File: src/rtl/seven_segment_reader.sv
`default_nettype none
// ============================================================================
//  Module      : seven_segment_reader
//  Description : Monitors a time-multiplexed, active-low seven-segment bus.
//                Waits for the bus to be stable, then turns the lit segment
//                pattern back into a BCD value for whichever digit is enabled.
//                Reports per-digit values with valid flags, plus strobes for
//                unknown patterns, bad scan vectors and completed frames.
//  Revision    : 1.0 - initial release
// ============================================================================
module seven_segment_reader #(
    parameter int NUM_DIGITS    = 4,
    parameter int SETTLE_CYCLES = 8
) (
    input  logic                      clk,
    input  logic                      rst_n,
    input  logic [6:0]                seven_segment,
    input  logic [NUM_DIGITS-1:0]     digit_enable_n,
    output logic [4*NUM_DIGITS-1:0]   bcd_digits,
    output logic [NUM_DIGITS-1:0]     digit_valid,
    output logic                      pattern_error,
    output logic                      scan_error,
    output logic                      frame_done
);

    localparam int c_W     = NUM_DIGITS + 7;
    localparam int c_CNT_W = $clog2(SETTLE_CYCLES + 1);
    localparam logic [c_CNT_W-1:0] c_SAT  = c_CNT_W'(SETTLE_CYCLES);
    localparam logic [c_CNT_W-1:0] c_LAST = c_CNT_W'(SETTLE_CYCLES - 1);
    localparam logic [c_CNT_W-1:0] c_ONE  = c_CNT_W'(1);

    typedef enum logic [1:0] {
        ST_IDLE     = 2'd0,
        ST_SETTLING = 2'd1,
        ST_HELD     = 2'd2
    } state_t;

    logic [c_W-1:0]        r_sync1;
    logic [c_W-1:0]        r_sync2;
    logic [c_W-1:0]        r_prev;
    logic [c_CNT_W-1:0]    r_count;
    logic [c_CNT_W-1:0]    w_count_inc;
    logic                  w_changed;
    state_t                r_state;
    state_t                w_state_next;
    logic                  w_capture;
    logic [NUM_DIGITS-1:0] w_active;
    logic                  w_one_hot;
    logic [6:0]            w_seg;
    logic [3:0]            w_dec_value;
    logic                  w_dec_valid;
    logic                  w_dec_bad;
    logic [NUM_DIGITS-1:0] r_seen;
    logic                  w_seen_full;
    logic [NUM_DIGITS-1:0] w_seen_base;

    // Enable bits are active-low: a 0 means that digit is being driven.
    assign w_active    = ~r_sync2[c_W-1:7];
    assign w_seg       = r_sync2[6:0];
    assign w_one_hot   = $onehot(w_active);
    assign w_changed   = (r_sync2 != r_prev);
    assign w_count_inc = (r_count == c_SAT) ? r_count : (r_count + c_ONE);
    assign w_seen_full = &r_seen;
    // A completed frame empties the mask on the cycle frame_done is raised.
    assign w_seen_base = w_seen_full ? '0 : r_seen;

    // Two-flop synchronizer, previous-sample register and stability counter.
    always_ff @(posedge clk or negedge rst_n) begin
        if (!rst_n) begin
            r_sync1 <= '1;
            r_sync2 <= '1;
            r_prev  <= '1;
            r_count <= '0;
        end else begin
            r_sync1 <= {digit_enable_n, seven_segment};
            r_sync2 <= r_sync1;
            r_prev  <= r_sync2;
            r_count <= w_changed ? '0 : w_count_inc;
        end
    end

    // FSM state register.
    always_ff @(posedge clk or negedge rst_n) begin
        if (!rst_n) begin
            r_state <= ST_IDLE;
        end else begin
            r_state <= w_state_next;
        end
    end

    // Next-state logic; capture fires on the edge the count reaches its last value.
    always_comb begin
        w_state_next = r_state;
        w_capture    = 1'b0;
        case (r_state)
            ST_IDLE: begin
                if (w_changed) begin
                    w_state_next = ST_SETTLING;
                end
            end
            ST_SETTLING: begin
                if (w_changed) begin
                    w_state_next = ST_SETTLING;
                end else if (w_count_inc == c_LAST) begin
                    w_capture    = 1'b1;
                    w_state_next = ST_HELD;
                end
            end
            ST_HELD: begin
                if (w_changed) begin
                    w_state_next = ST_SETTLING;
                end
            end
            default: begin
                w_state_next = ST_IDLE;
            end
        endcase
    end

    // Inverse of the BCD-to-seven-segment encoding (active-low, bit0 = a).
    always_comb begin
        w_dec_value = 4'hE;
        w_dec_valid = 1'b0;
        w_dec_bad   = 1'b0;
        case (w_seg)
            7'h40: begin w_dec_value = 4'd0; w_dec_valid = 1'b1; end
            7'h79: begin w_dec_value = 4'd1; w_dec_valid = 1'b1; end
            7'h24: begin w_dec_value = 4'd2; w_dec_valid = 1'b1; end
            7'h30: begin w_dec_value = 4'd3; w_dec_valid = 1'b1; end
            7'h19: begin w_dec_value = 4'd4; w_dec_valid = 1'b1; end
            7'h12: begin w_dec_value = 4'd5; w_dec_valid = 1'b1; end
            7'h02: begin w_dec_value = 4'd6; w_dec_valid = 1'b1; end
            7'h78: begin w_dec_value = 4'd7; w_dec_valid = 1'b1; end
            7'h00: begin w_dec_value = 4'd8; w_dec_valid = 1'b1; end
            7'h10: begin w_dec_value = 4'd9; w_dec_valid = 1'b1; end
            7'h7F: begin w_dec_value = 4'hF; end
            default: begin
                w_dec_value = 4'hE;
                w_dec_bad   = 1'b1;
            end
        endcase
    end

    // Capture datapath: digit registers, seen mask and the three strobes.
    always_ff @(posedge clk or negedge rst_n) begin
        if (!rst_n) begin
            bcd_digits    <= '1;
            digit_valid   <= '0;
            pattern_error <= 1'b0;
            scan_error    <= 1'b0;
            frame_done    <= 1'b0;
            r_seen        <= '0;
        end else begin
            pattern_error <= 1'b0;
            scan_error    <= 1'b0;
            frame_done    <= w_seen_full;
            r_seen        <= w_seen_base;
            if (w_capture) begin
                if (w_one_hot) begin
                    for (int i = 0; i < NUM_DIGITS; i++) begin
                        if (w_active[i]) begin
                            bcd_digits[4*i +: 4] <= w_dec_value;
                            digit_valid[i]       <= w_dec_valid;
                        end
                    end
                    r_seen        <= w_seen_base | w_active;
                    pattern_error <= w_dec_bad;
                end else if (|w_active) begin
                    // Two or more digits on at once: nothing trustworthy to record.
                    scan_error <= 1'b1;
                end
            end
        end
    end

endmodule
`default_nettype wire
File: config.mk
export PLATFORM = sky130hd
export DESIGN_NAME = seven_segment_reader
export DESIGN_NICKNAME = d
export VERILOG_FILES = /design/src/rtl/seven_segment_reader.sv
export SDC_FILE = /design/constraint.sdc
export NUM_CORES = 1
export LEC_CHECK = 0
export ABC_CLOCK_PERIOD_IN_PS = 2850
export BUFFER_PORTS_ARGS = -buffer_cell sky130_fd_sc_hd__buf_2
export CORE_MARGIN = 1
export CORE_UTILIZATION = 45
export DETAILED_ROUTE_END_ITERATION = 8
export GPL_ROUTABILITY_DRIVEN = 0
export PLACE_DENSITY_LB_ADDON = 0.05
export SLEW_MARGIN = 20
export SYNTH_ARGS = -nofsm -noshare
export SYNTH_HDL_FRONTEND = slang
export SYNTH_SLANG_ARGS = --single-unit
File: constraint.sdc
create_clock -name clk -period 2.85 [get_ports clk]
set_clock_uncertainty 0.05 [all_clocks]
set_input_delay 0.1425 -clock clk [delete_from_list [all_inputs] [get_ports clk]]
set_output_delay 0.1425 -clock clk [all_outputs]
set_load 0.01 [all_outputs]
# ---- Word level (Yosys, flattened, before mapping)
# Cells that the tools add are included.
# W data, S select, Z words.
dict set report totals {
  reg_bits 66
  inputBits 13
  output_inout_bits 23
  wordCells 73
}
dict set report classes {
  n_addsub 4
  eq_ne 18
  muxes 20
  bitwise 2
  reduce_logical 12
}
# op n
set op_table {}
lappend op_table {{$pmux W4 S11} 1}
lappend op_table {{$eq A7 B7 Y1 const B} 4}
lappend op_table {{$eq A7 B5 Y1 const B} 3}
lappend op_table {{$mux W4} 5}
lappend op_table {{$eq A7 B6 Y1 const B} 2}
lappend op_table {{$reduce_and A3 Y1} 4}
lappend op_table {{$ne A11 B11 Y1} 1}
lappend op_table {{$reduce_or A11 Y1} 1}
lappend op_table {{$mux W1} 10}
lappend op_table {{$reduce_or A10 Y1} 1}
lappend op_table {{$eq A7 B2 Y1 const B} 1}
lappend op_table {{$logic_not A7 Y1} 1}
lappend op_table {{$mux W2} 3}
lappend op_table {{$add A1 B1 Y2} 2}
lappend op_table {{$add A4 B1 Y4 const B} 1}
lappend op_table {{$eq A4 B3 Y1 const B} 1}
lappend op_table {{$eq A4 B4 Y1 const B} 1}
lappend op_table {{$not A4 Y4} 1}
lappend op_table {{$or A4 B4 Y4} 1}
lappend op_table {{$pmux W2 S2} 1}
lappend op_table {{$reduce_and A4 Y1} 1}
lappend op_table {{$reduce_or A4 Y1} 1}
lappend op_table {{$add A2 B2 Y3} 1}
lappend op_table {{$eq A3 B1 Y1 const B} 1}
lappend op_table {{other kinds (7)} 7}

# ---- Depth between registers and ports, before layout
# Gate-level depths: netlist of run 1.
dict set report logic_depth {
  depth_word 7
  depth_mapped 9
  mapped_depth_nobuf 9
}

# ---- Worst setup path after synthesis of run 1
# No wires, ideal clock.
dict set report synth_path {
  path_kind {register -> register}
  startpoint {register r_sync2[8]}
  endpoint {register digit_valid[3]}
  t_arrival_ps 2818
  required_time_ps 2675
  path_slack_ps -143
  stages_incl_launch_ff 10
  path_buffers 0
  path_cell_list {dfstp_2 -> fa_1 -> inv_1 -> ha_1 -> ha_1 -> nor3b_1 -> and2_1 -> nand4_1 -> nor3_4 -> mux2_2}
}
dict set report synth_via {
  elab_chain_cells 5
  word_cells_on_any_way 8
  classes_between {add/sub (2); eq/ne (2); mux (2); bitwise (1); reduce/logical (1)}
}
# element line_no
set synth_lines {}
lappend synth_lines {{start: declaration} 39} ;# logic [c_W-1:0] r_sync2;
lappend synth_lines {{start signal: assignment} 76} ;# r_sync2 <= r_sync1;
lappend synth_lines {{$not A4 Y4} 58} ;# assign w_active = ~r_sync2[c_W-1:7];
lappend synth_lines {{$add A1 B1 Y2 (implied by the code)} 60} ;# assign w_one_hot = $onehot(w_active);
lappend synth_lines {{$add A2 B2 Y3 (implied by the code)} 60}
lappend synth_lines {{$eq A3 B1 Y1} 60}
lappend synth_lines {{$reduce_and A3 Y1 (no line) (*)} -}
lappend synth_lines {{end signal: indexed assignment} 163} ;# digit_valid[i] <= w_dec_valid;
lappend synth_lines {{end: declaration} 20} ;# output logic [NUM_DIGITS-1:0] digit_valid,
# Every way passes the cells marked *; elsewhere a longest branch is shown, timed or not.
# A chain may end at the register's enable or synchronous reset.

# ---- Worst setup path after layout of run 1
dict set report layout_path {
  startpoint {register r_sync2[10]}
  endpoint {register digit_valid[1]}
}
# The elaborated chain is that of the path after synthesis.

==> results of run 1 <==
-- registers in the layout (all words and copies together) (netlist names) --
signal,flops
frame_done,1
r_prev,11
r_count,4
scan_error,1
bcd_digits,16
r_seen,4
r_sync1,11
pattern_error,1
r_sync2,11
r_state,2
digit_valid,4
-- area by class of cell --
cell class / count / area share, %
clock inverter: 2 / 1.02
sequential: 66 / 50.1
multi-input combinational: 109 / 28.8
inverter: 10 / 1.10
tap: 72 / 2.64
clock buffer: 14 / 5.05
timing repair buffer: 58 / 11.3
-- synth_stat cells, types with 2 or more instances --
cell / count / share of area [%]
sky130_fd_sc_hd__xor2_1: 13 / 4.2
sky130_fd_sc_hd__and2_1: 2 / 0.46
sky130_fd_sc_hd__nand3_1: 8 / 1.5
sky130_fd_sc_hd__clkbuf_1: 2 / 0.28
sky130_fd_sc_hd__nor3b_1: 2 / 0.56
sky130_fd_sc_hd__nand2_1: 9 / 1.3
sky130_fd_sc_hd__nor3_4: 4 / 2.4
sky130_fd_sc_hd__inv_1: 10 / 1.4
sky130_fd_sc_hd__a31oi_1: 3 / 0.69
sky130_fd_sc_hd__nor4_4: 2 / 1.6
sky130_fd_sc_hd__nor3_1: 5 / 0.93
sky130_fd_sc_hd__nor2_1: 7 / 0.97
sky130_fd_sc_hd__buf_2: 2 / 0.37
sky130_fd_sc_hd__a21o_1: 5 / 1.4
sky130_fd_sc_hd__dfrtp_1: 17 / 16
sky130_fd_sc_hd__nand4_1: 3 / 0.69
sky130_fd_sc_hd__dfstp_2: 49 / 48
sky130_fd_sc_hd__a21oi_1: 2 / 0.37
sky130_fd_sc_hd__mux2_2: 19 / 7.9
sky130_fd_sc_hd__ha_1: 6 / 2.8
sky130_fd_sc_hd__o21ai_0: 2 / 0.37
sky130_fd_sc_hd__nor2b_1: 2 / 0.46
-- worst register-to-register path, stage by stage (launching register included) --
cell and delay (ps):
sky130_fd_sc_hd__dfstp_2 540, sky130_fd_sc_hd__fa_1 420, sky130_fd_sc_hd__inv_2 80, sky130_fd_sc_hd__ha_4 130, sky130_fd_sc_hd__ha_4 200, sky130_fd_sc_hd__nor3b_4 190, sky130_fd_sc_hd__and2_1 150, sky130_fd_sc_hd__nand4_1 100
sky130_fd_sc_hd__buf_6 170, sky130_fd_sc_hd__nor3_4 360, sky130_fd_sc_hd__mux2_4 330
-- final timing paths --
check,startpoint,end,cells after the start,slack (ps)
worst max-delay path,r_sync2[10],digit_valid[1],10,20
worst min-delay path,r_sync1[5],r_sync2[5],0,310
worst max register to register,r_sync2[10],digit_valid[1],10,20
worst min register to register,r_sync1[5],r_sync2[5],0,310
max in group asynchronous,rst_n,r_sync1[0],3,1480
min in group asynchronous,rst_n,r_count[3],2,340
-- per-stage QoR --
step,setup slack (ps),power (W)
2_1_floorplan,-111,0.00107
3_5_place_dp,-27.4,0.00111
6_report,15.2,0.00193
3_3_place_gp,19.0,0.00111
4_1_cts,7.36,0.00193
5_1_grt,-75.2,0.00201
-- logic make-up after synthesis --
kind of cell | after synthesis
buffers and inverters | 15
AOI/OAI and AO/OA | 17
muxes | 21
xor gates and xnor gates | 14
DFF | 66
adders and majority gates | 7
and+or+nand+nor | 50
-- power groups by stage --
stage	registers, W	logic (W)	clock network [W]
final	0.00100	0.000121	0.000800
after global routing	0.00101	0.000135	0.000865
after CTS	0.00100	0.000106	0.000823
after detailed placement	0.00102	0.0000935	0
after global placement	0.00102	0.0000891	0
after floorplan	0.00101	0.0000588	0
-- repair_timing --
action / in CTS / in global routing
pin swaps: 2 / 5
buffers inserted: 2 / 2
resized for setup: 1 / 8
hold endpoints to repair: 19 / 0
hold buffers: 12 / 0
endpoints found under the setup margin: 6 / 20
-- cells in the final DEF, fill, tap and decap left out, types with 3 or more instances in the layout --
master	count
sky130_fd_sc_hd__ha_1	4
sky130_fd_sc_hd__a31oi_1	3
sky130_fd_sc_hd__dlygate4sd3_1	12
sky130_fd_sc_hd__nor3_1	5
sky130_fd_sc_hd__buf_4	9
sky130_fd_sc_hd__mux2_2	13
sky130_fd_sc_hd__mux2_4	6
sky130_fd_sc_hd__clkbuf_8	12
sky130_fd_sc_hd__inv_1	9
sky130_fd_sc_hd__nor2_1	7
sky130_fd_sc_hd__nand4_1	3
sky130_fd_sc_hd__dfstp_2	49
sky130_fd_sc_hd__dfrtp_1	17
sky130_fd_sc_hd__a21o_1	5
sky130_fd_sc_hd__buf_2	35
sky130_fd_sc_hd__nand2_1	9
sky130_fd_sc_hd__nor3_4	4
sky130_fd_sc_hd__nand3_1	8
sky130_fd_sc_hd__xor2_1	13
-- layer usage --
layer	part of all wire, %	vias up	GRT usage [%]
li1	-	783	-
met1	45	828	22.5
met4	2.1	0	8.18
met2	48	51	28.9
met5	0	-	0
met3	4.5	11	5.14
==> summary.log, run 1 <==
INFO  status         result_of_the_run=finished clean
INFO  sta            final_min_period_over_clock_period=99.5%
INFO  synthesis      synth_fp_nets=210
INFO  placement      placement.cell_area=3010um2
INFO  sta            timing.final.max_slew_violations=0
INFO  final_layout   layout-drive-gt1-share=54.4%
INFO  setup_path     critical-path-slowest-cell=sky130_fd_sc_hd__dfstp_2
INFO  final_layout   final_cell_count_no_fill=331
INFO  floorplan      core=5640um2
INFO  placement      detailedPlacementHpwl=3.50mm
INFO  hold_path      min_path_type=reg -> reg
INFO  sta            layout_min_cycle_time=2830ps
INFO  floorplan      rows=27
INFO  final_layout   synthToLayoutAreaGrowth=26.5%
INFO  sta            tightest_slew=712ps
INFO  synthesis      synth_compound_gate_area_share=4.35%
INFO  drt            ant_nets=0
INFO  synthesis      netlist_area=2700um2
INFO  power          power.density=563nW/um2
INFO  drt            initialDrtViolationCount=112
INFO  setup_path     crit_arrival=3010ps
INFO  synthesis      synth-warning-count=0
INFO  drt            remaining_routing_drc_violations=0
INFO  clock_tree     cts_max_path_buffers=2
INFO  setup_path     worst_ep_required_time=3020ps
INFO  synthesis      synthFlopType=sky130_fd_sc_hd__dfstp_2
INFO  floorplan      floorplan.die_area=6320um2
INFO  sta            hold-worst-slack=305ps
INFO  synthesis      synth_mux_area_share=8.71%
INFO  final_layout   final_net_count=274
INFO  sta            timing.final.hold_violations=0
INFO  grt            global_route_wire_length_before_repair=8.31mm
INFO  sta            achievable-frequency=353MHz
INFO  synthesis      synth-adder-area-share=3.52%
INFO  final_layout   finalCoreUtilization=60.6%
INFO  final_layout   layout.area.seq=1710um2
INFO  floorplan      die-width=79.5um
INFO  synthesis      number_of_distinct_library_cells_after_synthesis=38
INFO  floorplan      initial_core_util=47.9%
INFO  setup_path     critical_path_class=reg -> reg
INFO  synthesis      async_flop_share=100%
INFO  synthesis      ys_ff_latch=66
INFO  synthesis      synth_top_family_by_area=simple AND/OR/NAND/NOR gates
INFO  clock_tree     cts.clk_slew.worst_paths=70ps
INFO  grt            antenna_found_initial=0
INFO  final_layout   final_cell_area=3420um2
INFO  sta            slew_headroom=52.5%
INFO  power          power.internal=0.00151W
INFO  power          seq_power_share=52.2%
INFO  clock_tree     cts_made_buffers=9
INFO  placement      post-place-cells=299
INFO  placement      port-buffer-count=35
INFO  synthesis      synth_xor_xnor_area_share=4.54%
INFO  final_layout   multiInputGateArea=985um2
INFO  drt            drt_pass1_iterations=4
INFO  drt            detail_route.wirelength=5.07mm
INFO  synthesis      synth_enable_flop_cells=0
INFO  setup_path     critical_path.max_fanout=6
INFO  grt            globalRouteOverflowTotal=0
INFO  synthesis      simple_gate_share_of_the_synthesized_area=13.2%
INFO  clock_tree     clock_tree_from_tritoncts=yes
INFO  setup_path     critPathTopFamily=simple AND/OR/NAND/NOR gates
INFO  drt            average_via_count_per_standard_cell=5.05
INFO  synthesis      netlist_instances=190
INFO  grt            gr-usage-all-layers=18.0%
INFO  power          power.share.combinational=6.3%
INFO  power          vdd_drop_max=0.000448V
INFO  clock_tree     numClockSinks=66
INFO  grt            grt_max_degree=35
INFO  synthesis      synth-seq-area-share=63.4%
INFO  setup_path     critical_path_s_most_frequent_cell=sky130_fd_sc_hd__ha_4
INFO  clock_tree     h-tree-depth=3
INFO  power          power_switching=0.000412W
INFO  drt            routed-via-count=1673
INFO  sta            rsz_0062_raised_after_global_routing=true
INFO  final_layout   num-fill-cells=437
INFO  synthesis      synth.avg_cell_area=14.2um2
INFO  clock_tree     root_buffer=sky130_fd_sc_hd__clkbuf_8
INFO  setup_path     cp_slowest_stage_delay=540ps
INFO  setup_path     crit_path_cell_trace=fa_1 > inv_2 > ha_4 > ha_4 > nor3b_4 > and2_1 > nand4_1 > buf_6 > nor3_4 > mux2_4
INFO  setup_path     endpoint_kind=flop
INFO  power          power_leakage=1.61nW
INFO  grt            number_of_global_route_vias_before_repair=1741
INFO  setup_path     cp-start-kind=flop
INFO  floorplan      chipHeight=79.5um
INFO  setup_path     number_of_buffer_and_inverter_stages_on_the_critical_path=2
INFO  floorplan      top_level_ports=36
INFO  sta            finalSetupViolCount=0
INFO  clock_tree     clk-insertion-delay-late=340ps
INFO  sta            final.setup.tns=0ps
INFO  drt            wl_per_cell=15.3um
INFO  power          p_sw_share=21.4%
INFO  power          clkPwrFrac=41.5%
INFO  job            maxCapViolCount=0
INFO  final_layout   n_antenna_cell=0
Power figures use the tool's default switching activity.
==> inputs of run 2 (changes only) <==
--- a/config.mk
+++ b/config.mk
@@ -5,8 +5,8 @@
 export SDC_FILE = /design/constraint.sdc
 export NUM_CORES = 1
 export LEC_CHECK = 0
-export ABC_CLOCK_PERIOD_IN_PS = 2850
-export BUFFER_PORTS_ARGS = -buffer_cell sky130_fd_sc_hd__buf_2
+export ABC_CLOCK_PERIOD_IN_PS = 2400
+export BUFFER_PORTS_ARGS = -buffer_cell sky130_fd_sc_hd__buf_4
 export CORE_MARGIN = 1
 export CORE_UTILIZATION = 45
 export DETAILED_ROUTE_END_ITERATION = 8
==> constraint.sdc (replaced) <==
create_clock -name clk -period 2.4 [get_ports clk]
set_clock_uncertainty 0.05 [all_clocks]
set_input_delay 0.12 -clock clk [delete_from_list [all_inputs] [get_ports clk]]
set_output_delay 0.12 -clock clk [all_outputs]
set_load 0.01 [all_outputs]
==> summary.log, run 2 (synthesis results as in run 1) <==
INFO  floorplan      floorplan.die_area=6320um2 [unchanged]
INFO  clock_tree     numClockSinks=66 [unchanged]
INFO  power          vdd_drop_max=0.000430V [-4.0%]
INFO  clock_tree     cts_made_buffers=9 [unchanged]
INFO  drt            initialDrtViolationCount=93 [-17%]
INFO  final_layout   layout.cells.most_common_list=sky130_fd_sc_hd__dfstp_2 (49), sky130_fd_sc_hd__buf_4 (47), sky130_fd_sc_hd__mux2_4 (20)
INFO  floorplan      initial_core_util=47.9% [unchanged]
INFO  sta            achievable-frequency=360MHz [+2.1%]
INFO  grt            globalRouteOverflowTotal=0 [unchanged]
INFO  grt            global_route_wire_length_before_repair=8.40mm [+1.1%]
INFO  sta            final_min_period_over_clock_period=116% [+16 points]
INFO  status         result_of_the_run=finished, violations left
INFO  sta            finalSetupViolCount=25 [+25]
INFO  power          power_switching=0.000529W [+28%]
INFO  drt            routed-via-count=1694 [+1.3%]
INFO  setup_path     worst_setup_startpoint=r_sync2[8]
INFO  power          power.share.combinational=7.0% [+0.7 points]
INFO  drt            drt_pass1_iterations=5 [+1]
INFO  power          power_leakage=1.65nW [+2.1%]
INFO  power          clkPwrFrac=39.3% [-2.2 points]
INFO  clock_tree     clock_tree_from_tritoncts=yes
INFO  drt            ant_nets=0 [unchanged]
INFO  power          seq_power_share=53.7% [+1.5 points]
INFO  power          power.density=609nW/um2 [+8.1%]
INFO  setup_path     worst_ep_required_time=2580ps [-440 ps]
INFO  setup_path     endpoint_kind=flop
INFO  sta            rsz_0062_raised_after_global_routing=true
INFO  sta            slew_headroom=47.3% [-5.2 points]
INFO  setup_path     critical_path.max_fanout=6 [unchanged]
INFO  status         violations_in_the_final_reports=negative setup slack
INFO  grt            antenna_found_initial=0 [unchanged]
INFO  drt            remaining_routing_drc_violations=0 [unchanged]
INFO  final_layout   layout.cells.most_common=sky130_fd_sc_hd__dfstp_2
INFO  setup_path     crit_arrival=2960ps [-50 ps]
INFO  sta            timing.final.max_slew_violations=0 [unchanged]
INFO  power          power.internal=0.00168W [+11%]
INFO  job            maxCapViolCount=0 [unchanged]
INFO  drt            average_via_count_per_standard_cell=5.03 [-0.55%]
INFO  drt            detail_route.wirelength=5.10mm [+0.55%]
INFO  setup_path     worst_r2r_startpoint=r_sync2[8]
INFO  grt            number_of_global_route_vias_before_repair=1718 [-1.3%]
INFO  grt            grt_max_degree=67 [+91%]
INFO  power          finalPower=0.00221W [+15%]
INFO  final_layout   final_net_count=280 [+2.2%]
INFO  final_layout   finalCoreUtilization=64.2% [+3.6 points]
INFO  placement      port-buffer-count=35 [unchanged]
INFO  final_layout   synthToLayoutAreaGrowth=34.1%
INFO  floorplan      core=5640um2 [unchanged]
INFO  floorplan      rows=27 [unchanged]
INFO  final_layout   max_flop_register=bcd_digits
INFO  clock_tree     h-tree-depth=3 [unchanged]
INFO  clock_tree     cts_max_path_buffers=2 [unchanged]
INFO  hold_path      min_path_type=reg -> reg
INFO  floorplan      die-width=79.5um [unchanged]
INFO  floorplan      chipHeight=79.5um [unchanged]
INFO  clock_tree     cts.clk_slew.worst_paths=70ps [about the same]
INFO  sta            timing.final.hold_violations=0 [unchanged]
INFO  sta            layout_min_cycle_time=2780ps [-59.4 ps]
INFO  final_layout   layout-drive-gt1-share=56.2% [+1.8 points]
INFO  power          p_sw_share=24.0% [+2.6 points]
INFO  setup_path     critical_path_class=reg -> reg
INFO  drt            wl_per_cell=15.1um [-1.2%]
INFO  floorplan      top_level_ports=36 [unchanged]
INFO  hold_path      timing.hold.worst.start=r_sync1[6]
INFO  placement      detailedPlacementHpwl=3.36mm [-4.0%]
INFO  final_layout   largest_reg_flops=16 [unchanged]
INFO  sta            tightest_slew=790ps [+77.9 ps]
INFO  clock_tree     clk-insertion-delay-late=340ps [about the same]
INFO  grt            gr-usage-all-layers=18.3% [+0.27 points]
INFO  setup_path     cp-start-kind=flop
INFO  final_layout   n_antenna_cell=0 [unchanged]
INFO  sta            final.setup.worst_slack=-375ps [-391 ps]
INFO  clock_tree     root_buffer=sky130_fd_sc_hd__clkbuf_8
==> run 2: changes by cell type in the layout (fill, tap and decap cells not counted), moves of 2 or more <==
cell,before,now
sky130_fd_sc_hd__mux2_4,6,20
sky130_fd_sc_hd__buf_2,35,0
sky130_fd_sc_hd__mux2_2,13,0
sky130_fd_sc_hd__buf_12,0,3
sky130_fd_sc_hd__clkinvlp_4,0,2
sky130_fd_sc_hd__clkbuf_8,12,9
sky130_fd_sc_hd__clkinv_4,0,2
sky130_fd_sc_hd__buf_4,9,47
==> run 2: layout make-up <==
type | instances | area, um2
fill | 417 | 2020
sequential | 66 | 1710
multi-input combinational | 109 | 1040
timing repair buffer | 64 | 556
clock buffer | 11 | 153
tap | 72 | 90.1
clock inverter | 5 | 37.5
inverter | 10 | 37.5
==> run 2: worst paths after layout <==
kind                            cells after the start              to  slack (ps)
worst max register to register                     11  digit_valid[0]        -380
max in group asynchronous                           2  digit_valid[3]        1440
worst min register to register                      0      r_sync2[6]         310
worst max-delay path                               11  digit_valid[0]        -380
min in group asynchronous                           2      r_count[0]         360
worst min-delay path                                0      r_sync2[6]         310
==> run 2: layer usage <==
| layer | part of all wire [%] | vias up | global-route usage, % |
|---|---|---|---|
| met4 | 1.6 | 0 | 9.27 |
| met5 | 0 | - | 0 |
| li1 | - | 790 | - |
| met2 | 50 | 47 | 28.6 |
| met1 | 44 | 850 | 22.8 |
| met3 | 4.3 | 7 | 5.49 |
==> run 2: worst max-delay path, cell delays in order (launching register included) <==
cell and delay, ps:
sky130_fd_sc_hd__dfstp_2 540, sky130_fd_sc_hd__fa_1 410, sky130_fd_sc_hd__inv_1 70, sky130_fd_sc_hd__ha_2 180, sky130_fd_sc_hd__ha_4 190, sky130_fd_sc_hd__nor3b_2 200, sky130_fd_sc_hd__and2_1 150, sky130_fd_sc_hd__nand4_1 100
sky130_fd_sc_hd__buf_6 180, sky130_fd_sc_hd__nor3_4 150, sky130_fd_sc_hd__buf_12 160, sky130_fd_sc_hd__mux2_4 290
==> run 2: power groups by stage <==
stage               sequential [W]  clock [W]  combinational (W)
floorplan                  0.00120          0          0.0000698
global placement           0.00120          0           0.000120
detailed placement         0.00120          0           0.000127
CTS                        0.00118   0.000885           0.000152
global route               0.00119   0.000931           0.000173
finish                     0.00118   0.000867           0.000155
==> run 2: repair_timing <==
action | in CTS | in global routing
gates cloned | 0 | 0
buffers inserted | 2 | 2
endpoints found under the hold margin | 28 | 0
setup endpoints to repair | 24 | 25
hold buffers | 12 | 0
resized for setup | 20 | 2
pin swaps | 1 | 1
==> run 2: stage by stage <==
| stage | setup WS [ps] | cell area, um2 | instances | hold WS [ps] | setup TNS [ps] |
|---|---|---|---|---|---|
| floorplan | -560 | 2720 | 190 | -226 | -11630 |
| global placement | -381 | 3180 | 305 | 171 | -6770 |
| detailed placement | -464 | 3180 | 305 | 179 | -8430 |
| CTS | -369 | 3590 | 335 | 299 | -6710 |
| global route | -514 | 3620 | 337 | 307 | -10490 |
| finish | -375 | 3620 | 337 | 306 | -7150 |
==> inputs of run 3 (changes only) <==
--- a/config.mk
+++ b/config.mk
@@ -5,6 +5,7 @@
 export SDC_FILE = /design/constraint.sdc
 export NUM_CORES = 1
 export LEC_CHECK = 0
+export ABC_AREA = 1
 export ABC_CLOCK_PERIOD_IN_PS = 2400
 export BUFFER_PORTS_ARGS = -buffer_cell sky130_fd_sc_hd__buf_4
 export CORE_MARGIN = 1
==> summary.log, run 3 <==
INFO  final_layout   multiInputGateArea=1080um2 [+4.2%]
INFO  job            maxCapViolCount=0 [unchanged]
INFO  synthesis      yosys-top-cells-area=sky130_fd_sc_hd__dfstp_2 (43%), sky130_fd_sc_hd__dfrtp_1 (14%), sky130_fd_sc_hd__nand2_1 (10%)
INFO  setup_path     endpoint_kind=flop
INFO  grt            gr-usage-all-layers=17.1% [-1.1 points]
INFO  clock_tree     root_buffer=sky130_fd_sc_hd__clkbuf_8
INFO  sta            slew_headroom=46.7% [-0.62 points]
INFO  final_layout   synthToLayoutAreaGrowth=24.7%
INFO  final_layout   num-fill-cells=567 [+36%]
INFO  synthesis      synthMostInstantiatedCell=sky130_fd_sc_hd__nand2_1
INFO  synthesis      yosys.area.top_type_share=42.6% [-5.1 points]
INFO  grt            number_of_global_route_vias_before_repair=2079 [+21%]
INFO  setup_path     timing.reg2reg.worst_path_depth=10 [-1]
INFO  synthesis      ys_ff_latch=66 [unchanged]
INFO  setup_path     critical_path_class=reg -> reg
INFO  setup_path     critical_path.max_fanout=6 [unchanged]
INFO  clock_tree     numClockSinks=66 [unchanged]
INFO  power          vdd_drop_max=0.000394V [-8.5%]
INFO  sta            achievable-frequency=441MHz [+22%]
INFO  clock_tree     h-tree-depth=3 [unchanged]
INFO  drt            routed-via-count=2210 [+30%]
INFO  grt            globalRouteOverflowTotal=0 [unchanged]
INFO  floorplan      chipHeight=84.0um [+5.7%]
INFO  synthesis      netlist_instances=322 [+69%]
INFO  placement      detailedPlacementHpwl=3.77mm [+12%]
INFO  synthesis      cell_accounting_for_the_most_synthesized_area=sky130_fd_sc_hd__dfstp_2
INFO  drt            wl_per_cell=11.8um [-22%]
INFO  synthesis      synth_common_cells=sky130_fd_sc_hd__nand2_1 (81), sky130_fd_sc_hd__dfstp_2 (49), sky130_fd_sc_hd__inv_1 (49), sky130_fd_sc_hd__nand3_1 (28), sky130_fd_sc_hd__nor2_1 (27)
INFO  placement      port-buffer-count=35 [unchanged]
INFO  final_layout   final_net_count=404 [+44%]
INFO  synthesis      async_flop_share=100% [unchanged]
INFO  power          power.density=652nW/um2 [+7.1%]
INFO  clock_tree     clock_tree_from_tritoncts=yes
INFO  final_layout   finalCoreUtilization=58.7% [-5.5 points]
INFO  floorplan      top_level_ports=36 [unchanged]
INFO  final_layout   layout.cells.most_common_list=sky130_fd_sc_hd__nand2_1 (81), sky130_fd_sc_hd__dfstp_2 (49), sky130_fd_sc_hd__inv_1 (44)
INFO  clock_tree     cts_made_buffers=9 [unchanged]
INFO  floorplan      core=6420um2 [+14%]
INFO  synthesis      netlist_area=3020um2 [+12%]
INFO  sta            final_min_period_over_clock_period=94.5% [-21 points]
INFO  setup_path     worst_r2r_startpoint=r_sync2[7]
INFO  final_layout   n_antenna_cell=0 [unchanged]
INFO  final_layout   largest_reg_flops=16 [unchanged]
INFO  grt            antenna_found_initial=0 [unchanged]
INFO  clock_tree     cts_max_path_buffers=2 [unchanged]
INFO  floorplan      floorplan.die_area=7050um2 [+12%]
INFO  grt            grt_max_degree=67 [unchanged]
INFO  drt            detail_route.wirelength=5.49mm [+7.7%]
INFO  clock_tree     cts.clk_slew.worst_paths=70ps [about the same]
INFO  setup_path     crit_arrival=2440ps [-520 ps]
INFO  setup_path     worst_setup_startpoint=r_sync2[7]
INFO  sta            finalSetupViolCount=0 [-100%]
INFO  synthesis      synth_fp_nets=342 [+63%]
INFO  synthesis      synth.avg_cell_area=9.39um2 [-34%]
INFO  floorplan      die-width=84.0um [+5.7%]
INFO  sta            timing.final.hold_violations=0 [unchanged]
INFO  setup_path     cp-start-kind=flop
INFO  setup_path     timing.rr.end=digit_valid[3]
INFO  drt            initialDrtViolationCount=99 [+6.5%]
INFO  drt            drt_pass1_iterations=6 [+1]
INFO  setup_path     worst_case_register_to_register_setup_slack=130ps [+510 ps]
INFO  sta            timing.final.max_slew_violations=0 [unchanged]
INFO  setup_path     worstSetupEndpoint=digit_valid[3]
INFO  synthesis      synthFlopType=sky130_fd_sc_hd__dfstp_2
INFO  floorplan      rows=29 [+7.4%]
INFO  sta            tightest_slew=799ps [+9.35 ps]
INFO  clock_tree     clk-insertion-delay-late=330ps [about the same]
INFO  drt            remaining_routing_drc_violations=6 [+6]
INFO  final_layout   layout.cells.most_common=sky130_fd_sc_hd__nand2_1
INFO  synthesis      number_of_distinct_library_cells_after_synthesis=27 [-29%]
INFO  drt            ant_nets=0 [unchanged]
INFO  status         result_of_the_run=finished, violations left
INFO  hold_path      min_path_type=reg -> reg
INFO  sta            rsz_0062_raised_after_global_routing=true
INFO  power          power_leakage=1.82nW [+10%]
INFO  synthesis      synth-seq-area-share=56.6% [-6.8 points]
INFO  clock_tree     cts_post_setup_buffers_inserted=0 [-2]
INFO  drt            average_via_count_per_standard_cell=4.74 [-5.7%]
INFO  final_layout   layout-drive-gt1-share=34.4% [-22 points]
INFO  sta            final.setup.tns=0ps [+7150 ps]
INFO  final_layout   layout.area.seq=1710um2 [unchanged]
INFO  synthesis      synth-warning-count=0 [unchanged]
INFO  placement      placement.setup.worst_slack=26.5ps [+491 ps]
INFO  synthesis      synth_enable_flop_cells=0 [unchanged]
INFO  status         violations_in_the_final_reports=design-rule violations
INFO  power          finalPower=0.00246W [+11%]
INFO  grt            global_route_wire_length_before_repair=9.43mm [+12%]
INFO  sta            final.setup.worst_slack=131ps [+507 ps]
INFO  sta            layout_min_cycle_time=2270ps [-507 ps]
INFO  floorplan      initial_core_util=47.1% [-0.79 points]
INFO  setup_path     worst_ep_required_time=2570ps [about the same]
INFO  final_layout   max_flop_register=bcd_digits
-- run 3: power by group --
part / switching [W] / leakage (nW) / internal (W)
Sequential: 0.0000221 / 0.744 / 0.00117
Combinational: 0.000109 / 0.960 / 0.0000740
Clock: 0.000400 / 0.114 / 0.000689
-- run 3: layer usage --
layer  GRT usage (%)  routed length (um)  vias up
met5               0                   0        -
met4            7.99                  75        0
met3            3.46                 174        9
met2            26.9                2600       41
met1            22.8                2640     1029
li1                -                   -     1131
-- run 3: cell families after synthesis --
family	share of synthesized area [%]
xor gates and xnor gates	0.869
DFF	56.6
buffers and inverters	8.32
and+or+nand+nor	24.2
AOI/OAI and AO/OA	6.79
adders and majority gates	3.14
-- run 3: what timing repair did --
item / in CTS / in global routing
endpoints found under the setup margin: 0 / 24
resized for setup: 0 / 10
hold endpoints to repair: 28 / 0
hold buffers: 12 / 0
-- run 3: critical path, cell delays in order (launching register included) --
cell and delay, ps:
sky130_fd_sc_hd__dfstp_2 380, sky130_fd_sc_hd__fa_1 520, sky130_fd_sc_hd__inv_1 40, sky130_fd_sc_hd__ha_1 170, sky130_fd_sc_hd__ha_1 280, sky130_fd_sc_hd__nor3b_2 200, sky130_fd_sc_hd__inv_2 100, sky130_fd_sc_hd__nor2_2 120
sky130_fd_sc_hd__inv_2 80, sky130_fd_sc_hd__o21bai_1 140, sky130_fd_sc_hd__nand2_1 70
-- run 3: layout make-up --
type / instances / share of cell area, %
Clock inverter: 5 / 2.72
Inverter: 55 / 5.47
Multi-Input combinational cell: 197 / 28.6
Tap cell: 77 / 2.55
Timing Repair Buffer: 55 / 11.7
Sequential cell: 66 / 45.4
Clock buffer: 11 / 3.48
-- run 3: per-stage QoR --
step	cell area, um2	instances	hold WS, ps
final	3770	466	306
after global routing	3770	466	308
after CTS	3750	466	307
after detailed placement	3400	438	179
after global placement	3400	438	178
after floorplan	3030	322	-226
-- run 3: worst min path at each step --
| stage | from | to | slack [ps] | cells after the start |
|---|---|---|---|---|
| final | r_sync1[5] | r_sync2[5] | 310 | 0 |
| after global routing | r_sync1[7] | r_sync2[7] | 310 | 0 |
| after CTS | r_sync1[5] | r_sync2[5] | 310 | 0 |
| after detailed placement | digit_enable_n[3] | r_sync1[10] | 180 | 1 |
| after global placement | seven_segment[6] | r_sync1[6] | 180 | 1 |
| after floorplan | rst_n | digit_valid[0] | -230 | 0 |
